### src/rtl/uctl_cmdif_pkg.sv
// rtl/uctl_cmdif_pkg.sv - shared state and error encodings for the cmd interface master
package uctl_cmdif_pkg;

  typedef enum logic [2:0] {
    ST_IDLE  = 3'd0,
    ST_ADDR  = 3'd1,
    ST_WDATA = 3'd2,
    ST_RDATA = 3'd3,
    ST_END   = 3'd4
  } state_t;

  typedef enum logic [1:0] {
    ERR_OK    = 2'b00,
    ERR_TMO   = 2'b01,
    ERR_ABORT = 2'b10
  } errCode_t;

endpackage

### src/rtl/uctl_cmdif_master.sv
// rtl/uctl_cmdif_master.sv - cmd interface initiator running one write or read burst per start
module uctl_cmdif_master
  import uctl_cmdif_pkg::*;
#(
  parameter int LEN_W = 11,
  parameter int TMO_W = 10
) (
  input  logic             sys_clk,
  input  logic             sysRst_n,
  input  logic             start,
  input  logic [31:0]      start_addr,
  input  logic             start_wrRd,
  input  logic [LEN_W-1:0] start_len,
  input  logic             abort,
  input  logic             src_valid,
  input  logic [31:0]      src_data,
  output logic             src_ready,
  output logic             dst_valid,
  output logic [31:0]      dst_data,
  output logic             busy,
  output logic             done,
  output logic [1:0]       err,
  output logic             cmdIf_trEn,
  output logic             cmdIf_req,
  output logic             cmdIf_wrRd,
  output logic [31:0]      cmdIf_addr,
  input  logic             cmdIf_ack,
  output logic             cmdIf_wrData_req,
  output logic [31:0]      cmdIf_wrData,
  input  logic             cmdIf_wrData_ack,
  output logic             cmdIf_rdData_req,
  input  logic             cmdIf_rdData_ack,
  input  logic [31:0]      cmdIf_rdData
);

  // Timeout fires on the idle cycle that would bring the counter to all-ones.
  localparam logic [TMO_W-1:0] TMO_LAST = {{(TMO_W-1){1'b1}}, 1'b0};
  localparam logic [TMO_W-1:0] TMO_ONE  = {{(TMO_W-1){1'b0}}, 1'b1};
  localparam logic [LEN_W-1:0] LEN_ONE  = {{(LEN_W-1){1'b0}}, 1'b1};

  state_t           state, nextState;
  errCode_t         errReg, errNext;
  logic [31:0]      addrReg;
  logic             wrRdReg;
  logic [LEN_W-1:0] remaining;
  logic [TMO_W-1:0] tmoCnt;
  logic             dstValidReg;

  logic inAddr, inWdata, inRdata;
  logic addrAck, wrAck, rdAck, anyAck;
  logic lastWord, tmoIdle, tmoFire, startBurst;

  assign inAddr  = (state == ST_ADDR);
  assign inWdata = (state == ST_WDATA);
  assign inRdata = (state == ST_RDATA);

  assign addrAck  = inAddr  & cmdIf_ack;
  assign wrAck    = inWdata & cmdIf_wrData_ack;
  assign rdAck    = inRdata & cmdIf_rdData_ack;
  assign anyAck   = addrAck | wrAck | rdAck;
  assign lastWord = (remaining == LEN_ONE);

  // Write phase only waits on the responder while it is actually being asked for a word.
  assign tmoIdle = (inAddr  & ~cmdIf_ack)
                 | (inWdata & src_valid & ~cmdIf_wrData_ack)
                 | (inRdata & ~cmdIf_rdData_ack);
  assign tmoFire = tmoIdle & (tmoCnt == TMO_LAST);

  assign startBurst = (state == ST_IDLE) & start & (start_len != '0);

  // State and error register.
  always_ff @(posedge sys_clk or negedge sysRst_n) begin
    if (!sysRst_n) begin
      state  <= ST_IDLE;
      errReg <= ERR_OK;
    end else begin
      state  <= nextState;
      errReg <= errNext;
    end
  end

  // Next-state and error code; abort outranks ack and timeout.
  always_comb begin
    nextState = state;
    errNext   = errReg;
    unique case (state)
      ST_IDLE: begin
        if (start) begin
          errNext   = ERR_OK;
          nextState = (start_len == '0) ? ST_END : ST_ADDR;
        end
      end
      ST_ADDR: begin
        if (abort) begin
          errNext   = ERR_ABORT;
          nextState = ST_END;
        end else if (cmdIf_ack) begin
          nextState = wrRdReg ? ST_WDATA : ST_RDATA;
        end else if (tmoFire) begin
          errNext   = ERR_TMO;
          nextState = ST_END;
        end
      end
      ST_WDATA: begin
        if (abort) begin
          errNext   = ERR_ABORT;
          nextState = ST_END;
        end else if (wrAck && lastWord) begin
          nextState = ST_END;
        end else if (tmoFire) begin
          errNext   = ERR_TMO;
          nextState = ST_END;
        end
      end
      ST_RDATA: begin
        if (abort) begin
          errNext   = ERR_ABORT;
          nextState = ST_END;
        end else if (rdAck && lastWord) begin
          nextState = ST_END;
        end else if (tmoFire) begin
          errNext   = ERR_TMO;
          nextState = ST_END;
        end
      end
      ST_END:  nextState = ST_IDLE;
      default: nextState = ST_IDLE;
    endcase
  end

  // Burst descriptor capture, word countdown, ack timeout and read-valid delay.
  always_ff @(posedge sys_clk or negedge sysRst_n) begin
    if (!sysRst_n) begin
      addrReg     <= '0;
      wrRdReg     <= 1'b0;
      remaining   <= '0;
      tmoCnt      <= '0;
      dstValidReg <= 1'b0;
    end else begin
      if (startBurst) begin
        addrReg   <= start_addr;
        wrRdReg   <= start_wrRd;
        remaining <= start_len;
      end else if ((wrAck | rdAck) && (remaining != '0)) begin
        remaining <= remaining - LEN_ONE;
      end

      if (anyAck || (nextState != state)) begin
        tmoCnt <= '0;
      end else if (tmoIdle) begin
        tmoCnt <= tmoCnt + TMO_ONE;
      end

      dstValidReg <= rdAck;
    end
  end

  // Address and direction come straight from the descriptor registers so they stay
  // put for the whole burst, including the END cycle the responder still looks at.
  assign cmdIf_addr = addrReg;
  assign cmdIf_wrRd = wrRdReg;

  assign busy       = (state != ST_IDLE);
  assign done       = (state == ST_END);
  assign err        = errReg;
  assign cmdIf_trEn = inAddr | inWdata | inRdata;
  assign cmdIf_req  = inAddr;

  assign cmdIf_wrData_req = inWdata & src_valid;
  assign cmdIf_wrData     = inWdata ? src_data : '0;
  assign src_ready        = wrAck;

  assign cmdIf_rdData_req = inRdata & (remaining != '0);
  assign dst_valid        = dstValidReg;
  assign dst_data         = dstValidReg ? cmdIf_rdData : '0;

endmodule

### config.mk
export PLATFORM = sky130hd
export DESIGN_NAME = uctl_cmdif_master
export DESIGN_NICKNAME = d
export VERILOG_FILES = /design/src/rtl/uctl_cmdif_pkg.sv /design/src/rtl/uctl_cmdif_master.sv
export SDC_FILE = /design/constraint.sdc
export NUM_CORES = 1
export LEC_CHECK = 0
export BUFFER_PORTS_ARGS = -buffer_cell sky130_fd_sc_hd__buf_2
export CAP_MARGIN = 0
export CORE_ASPECT_RATIO = 2
export CORE_UTILIZATION = 47
export DETAILED_ROUTE_END_ITERATION = 10
export PLACE_DENSITY = 0.87
export SLEW_MARGIN = 15
export SYNTH_ARGS = -nofsm -noshare
export SYNTH_HDL_FRONTEND = slang
export SYNTH_SLANG_ARGS = --single-unit
### constraint.sdc
create_clock -name sys_clk -period 3.43 [get_ports sys_clk]
set_clock_uncertainty 0.2 [all_clocks]
set_input_delay 0.5145 -clock sys_clk [delete_from_list [all_inputs] [get_ports sys_clk]]
set_output_delay 0.5145 -clock sys_clk [all_outputs]
set_load 0.02 [all_outputs]
# ---- After elaboration in Yosys (flattened, before gate mapping)
# Index checks and enable logic that the tools add are counted.
dict set report op_classes {
  add_sub_neg 2
  n_eq_ne 11
  mux 26
  n_bitwise 21
  n_reduce_logical 13
}
# cell n
set ops {}
lappend ops {{$mux W32} 2}
lappend ops {{$mux W3} 9}
lappend ops {{$mux W11} 2}
lappend ops {{$reduce_bool A11 Y1} 2}
lappend ops {{$mux W10} 2}
lappend ops {{$mux W2} 8}
lappend ops {{$pmux W3 S4} 1}
lappend ops {{$and A1 B1 Y1} 11}
lappend ops {{$eq A11 B1 Y1 const B} 1}
lappend ops {{$logic_not A11 Y1} 1}
lappend ops {{$sub A11 B1 Y11 const B} 1}
lappend ops {{$add A10 B1 Y10 const B} 1}
lappend ops {{$eq A10 B10 Y1 const B} 1}
lappend ops {{$ne A3 B3 Y1 const B} 3}
lappend ops {{$pmux W2 S4} 1}
lappend ops {{$or A1 B1 Y1} 7}
lappend ops {{$eq A3 B2 Y1 const B} 2}
lappend ops {{$reduce_and A5 Y1} 1}
lappend ops {{$reduce_bool A2 Y1} 2}
lappend ops {{$reduce_bool A4 Y1} 1}
lappend ops {{$eq A3 B1 Y1 const B} 1}
lappend ops {{$eq A3 B3 Y1 const B} 1}
lappend ops {{$logic_and A1 B1 Y1} 3}
lappend ops {{$logic_not A3 Y1} 1}
lappend ops {{other kinds (6)} 8}
dict set report totals {
  regBits 60
  wordCells 80
}

# ---- Logic depth before layout (Yosys ltp)
dict set report logic_depth {
  ltp_word 13
  mapped_depth 7
  ltp_nobuf 6
}

# ---- Worst setup path before layout
# Ideal clock, no wire load.
dict set report synth_timing {
  path_type {register -> output}
  from {register remaining[0]}
  to {output port cmdIf_rdData_req}
  arrival_ns 1.779
  slack_ns 0.937
  stages_incl_launch_ff 6
  path_cell_list {dfrtp_1 > inv_1 > ha_1 > or4b_1 > or3_1 > and3_1}
}
dict set report synth_between {
  elab_chain_len 2
}
# element line_no
set synth_rtl {}
lappend synth_rtl {{start: declaration} uctl_cmdif_master.sv:45} ;# logic [LEN_W-1:0] remaining;
lappend synth_rtl {{start signal: assignment} uctl_cmdif_master.sv:143} ;# remaining <= start_len;
lappend synth_rtl {{start signal: assignment} uctl_cmdif_master.sv:145} ;# remaining <= remaining - LEN_ONE;
lappend synth_rtl {{$reduce_bool A11 Y1} uctl_cmdif_master.sv:173} ;# assign cmdIf_rdData_req = inRdata & (remaining != '0);
lappend synth_rtl {{$and A1 B1 Y1} uctl_cmdif_master.sv:173}
lappend synth_rtl {{end: declaration} uctl_cmdif_master.sv:31} ;# output logic cmdIf_rdData_req,
# Every way passes these cells.

# ---- Worst setup path after layout
# Ends and elaborated chain as after synthesis.

==> impl_metrics.py <==
metrics = {
    "outcome": {
        "status": "finished with violations",
        "violations": "negative hold slack",
    },
    "sta": {
        "setup_viol": 0,
        "fin_hold_ws_ns": -0.00464,
        "fmax_mhz": 325,
        "fin_tns_setup_ns": 0,
        "max_slew_margin_pct": 40.9,
        "hold_violations": 6,
        "period_needed_ns": 3.07,
        "maxSlewViolCount": 0,
        "fin_crit_sh_pct": 89.6,
        "worst_pin_slew_ns": 0.878,
        "rsz0062_at_grt": "false",
    },
    "placement": {
        "place.gp.congestion": 0.928,
        "port_buffers": 222,
        "placed_area_mm2": 0.00470,
        "dp_hpwl_um": 8260,
    },
    "floorplanning": {
        "die_x_um": 63.2,
        "pin_count": 223,
        "die_area_mm2": 0.00786,
        "die_h_um": 124,
        "core_mm2": 0.00727,
        "start_util_pct": 48.4,
        "rows": 44,
    },
    "route": {
        "first_iter_violations": 186,
        "via_count": 3632,
        "dr.pass1.iters": 4,
        "routed_wl_um": 10600,
        "drc": 0,
        "wire_per_inst_um": 16.1,
        "ant_nets": 0,
        "vias_per_cell": 5.49,
    },
    "critical_path": {
        "cp.arrival_ns": 2.36,
        "r2r-end": "remaining[10]",
        "crit_type": "reg -> out",
        "path_buf_inv": 2,
        "startpoint_type": "flip-flop",
        "critical-path-top-delay-family": "simple AND/OR/NAND/NOR gates",
        "critPathMaxStageDelay_ns": 0.57,
        "reg2reg_slack_ns": 0.95,
        "r2r.worst_path.cells": 6,
        "cp-end-kind": "output pin",
        "reg2reg_from": "remaining[0]",
        "cp_cell_sequence": "inv_1 > ha_1 > or4b_1 > or3_1 > and3_1 > buf_2",
        "critPathMaxFanout": 6,
        "cpMaxStageDelayCell": "or4b_1",
        "required_ns": 2.72,
    },
    "clocking": {
        "clkLatencyLatePin_ns": 0.32,
        "clk_pin_slew_worst_paths_ns": 0.05,
        "ctsResizeCount": 0,
        "clock_sinks": 60,
        "postCtsHoldBufs": 0,
        "clk_path_buf_depth": 2,
        "cts_tree": "yes",
        "post_cts_buffers": 0,
        "cts-root-buf": "clkbuf_16",
        "cts-buffers-inserted": 9,
        "htree_num_levels": 3,
    },
    "synthesis": {
        "syn-num-nets": 467,
        "yosys-top-cells-area": "dfrtp_1, and2_1, mux2_2",
        "synth_most_common_cell": "and2_1",
        "synth_ff_type": "dfrtp_1",
        "yosys_warnings": 0,
        "synth_commonest_cells": "and2_1, dfrtp_1, mux2_2",
        "ys_ff_latch": 60,
        "synth_cells": 346,
        "syn_area_per_cell_um2": 10.2,
        "synth_edf_count": 0,
        "synth-async-reset-ratio_pct": 100,
        "yosysSeqAreaShare_pct": 42.7,
        "netlist_area_mm2": 0.00352,
        "synth_top_area_cell": "dfrtp_1",
        "ys_types": 58,
        "synth_top_area_share_pct": 42.7,
    },
    "grt": {
        "grtUsageTotal_pct": 26.9,
        "antenna_found_initial": 0,
        "grt_pass1_wl_um": 16500,
        "grt_pass1_vias": 3599,
        "grt_max_degree": 49,
        "overflow": 0,
    },
    "final_layout": {
        "antenna_cells": 0,
        "stdcell_area_mm2": 0.00498,
        "drive_above_1_share_pct": 48.0,
        "area_growth_pct": 41.5,
        "nFillCells": 560,
        "nNetsFinal": 685,
    },
    "pwr": {
        "leakage_uw": 0.00256,
        "p_per_area_mw_per_mm2": 633,
        "ir_worst_vdd_v": 0.000730,
    },
    "hold_path": {
        "holdCritPathClass": "in -> async",
    },
    "run": {
        "drv_cap": 0,
    },
}
[worst max path at each step]
stage	startpoint	to	slack [ns]	depth (start not counted)
finish	remaining[0]	cmdIf_rdData_req	0.36	6
global route	remaining[0]	cmdIf_rdData_req	0.28	6
CTS	remaining[0]	cmdIf_rdData_req	0.37	6
detailed placement	remaining[0]	cmdIf_rdData_req	0.73	6
global placement	remaining[0]	cmdIf_rdData_req	0.77	6
floorplan	remaining[0]	cmdIf_rdData_req	0.94	5
[metal layers]
layer	up-vias	part of all wire, %	GRT usage (%)
li1	1698	-	-
met1	1707	35	27.5
met2	191	55	49.7
met3	36	5.7	3.75
met4	0	4.3	16.3
met5	-	0	0
[cells in the final DEF, fill, tap and decap left out, types with 6 or more instances in the layout]
cell type,synthesis,routed
a211oi_1,8,8
and2_1,68,68
buf_2,9,221
buf_4,0,6
clkbuf_16,0,9
dfrtp_1,60,60
inv_1,10,10
mux2_1,15,15
mux2_2,20,20
nand2_1,14,14
nand3_1,8,8
nor3_1,9,9
o21ai_0,9,9
o31ai_1,8,8
or3_1,6,6
or4_1,7,7
[state kept, by name, indices dropped and copies added (netlist names)]
name and flops:
dst_valid 1, cmdIf_addr 32, cmdIf_wrRd 1, err 2, tmoCnt 10, remaining 11
state 3
[power breakdown]
| group | leakage, µW | total [µW] | switching [µW] | internal [µW] |
|---|---|---|---|---|
| sequential | 0.000737 | 1150 | 196 | 951 |
| clock | 0.000138 | 820 | 315 | 506 |
| combinational | 0.00169 | 1180 | 691 | 492 |
| total | 0.00256 | 3150 | 1200 | 1950 |
[area by class of cell]
cell class / instances / area (µm²) / share of cell area (%)
clock buffer: 10 / 239 / 4.80
clock inverter: 6 / 40.0 / 0.804
sequential: 60 / 1500 / 30.2
timing repair buffer: 227 / 1150 / 23.1
multi-input combinational: 256 / 1890 / 38.0
tap: 92 / 115 / 2.31
inverter: 10 / 37.5 / 0.754
[stage by stage]
step	cells	setup slack, ns	utilization (%)	total power [µW]	hold slack [ns]
after detailed placement	645	0.732	64.6	2340	0.273
after CTS	661	0.372	68.5	3160	0.203
after global placement	645	0.770	64.6	2290	0.264
final	661	0.356	68.5	3150	-0.00464
after floorplan	346	0.937	-	1900	0.0189
after global routing	661	0.278	68.5	3300	0.0465
[logic make-up (layout without fill, tap and decap cells)]
group	count (synthesis)	after routing	share of synthesized area [%]
mux	38	38	12.1
flops	60	60	42.7
compound gates	57	57	12.7
buf+inv	30	253	3.73
simple gates	154	154	26.5
xor+xnor	2	2	0.498
fa+ha+maj	5	5	1.78
Power figures use the tool's default switching activity.
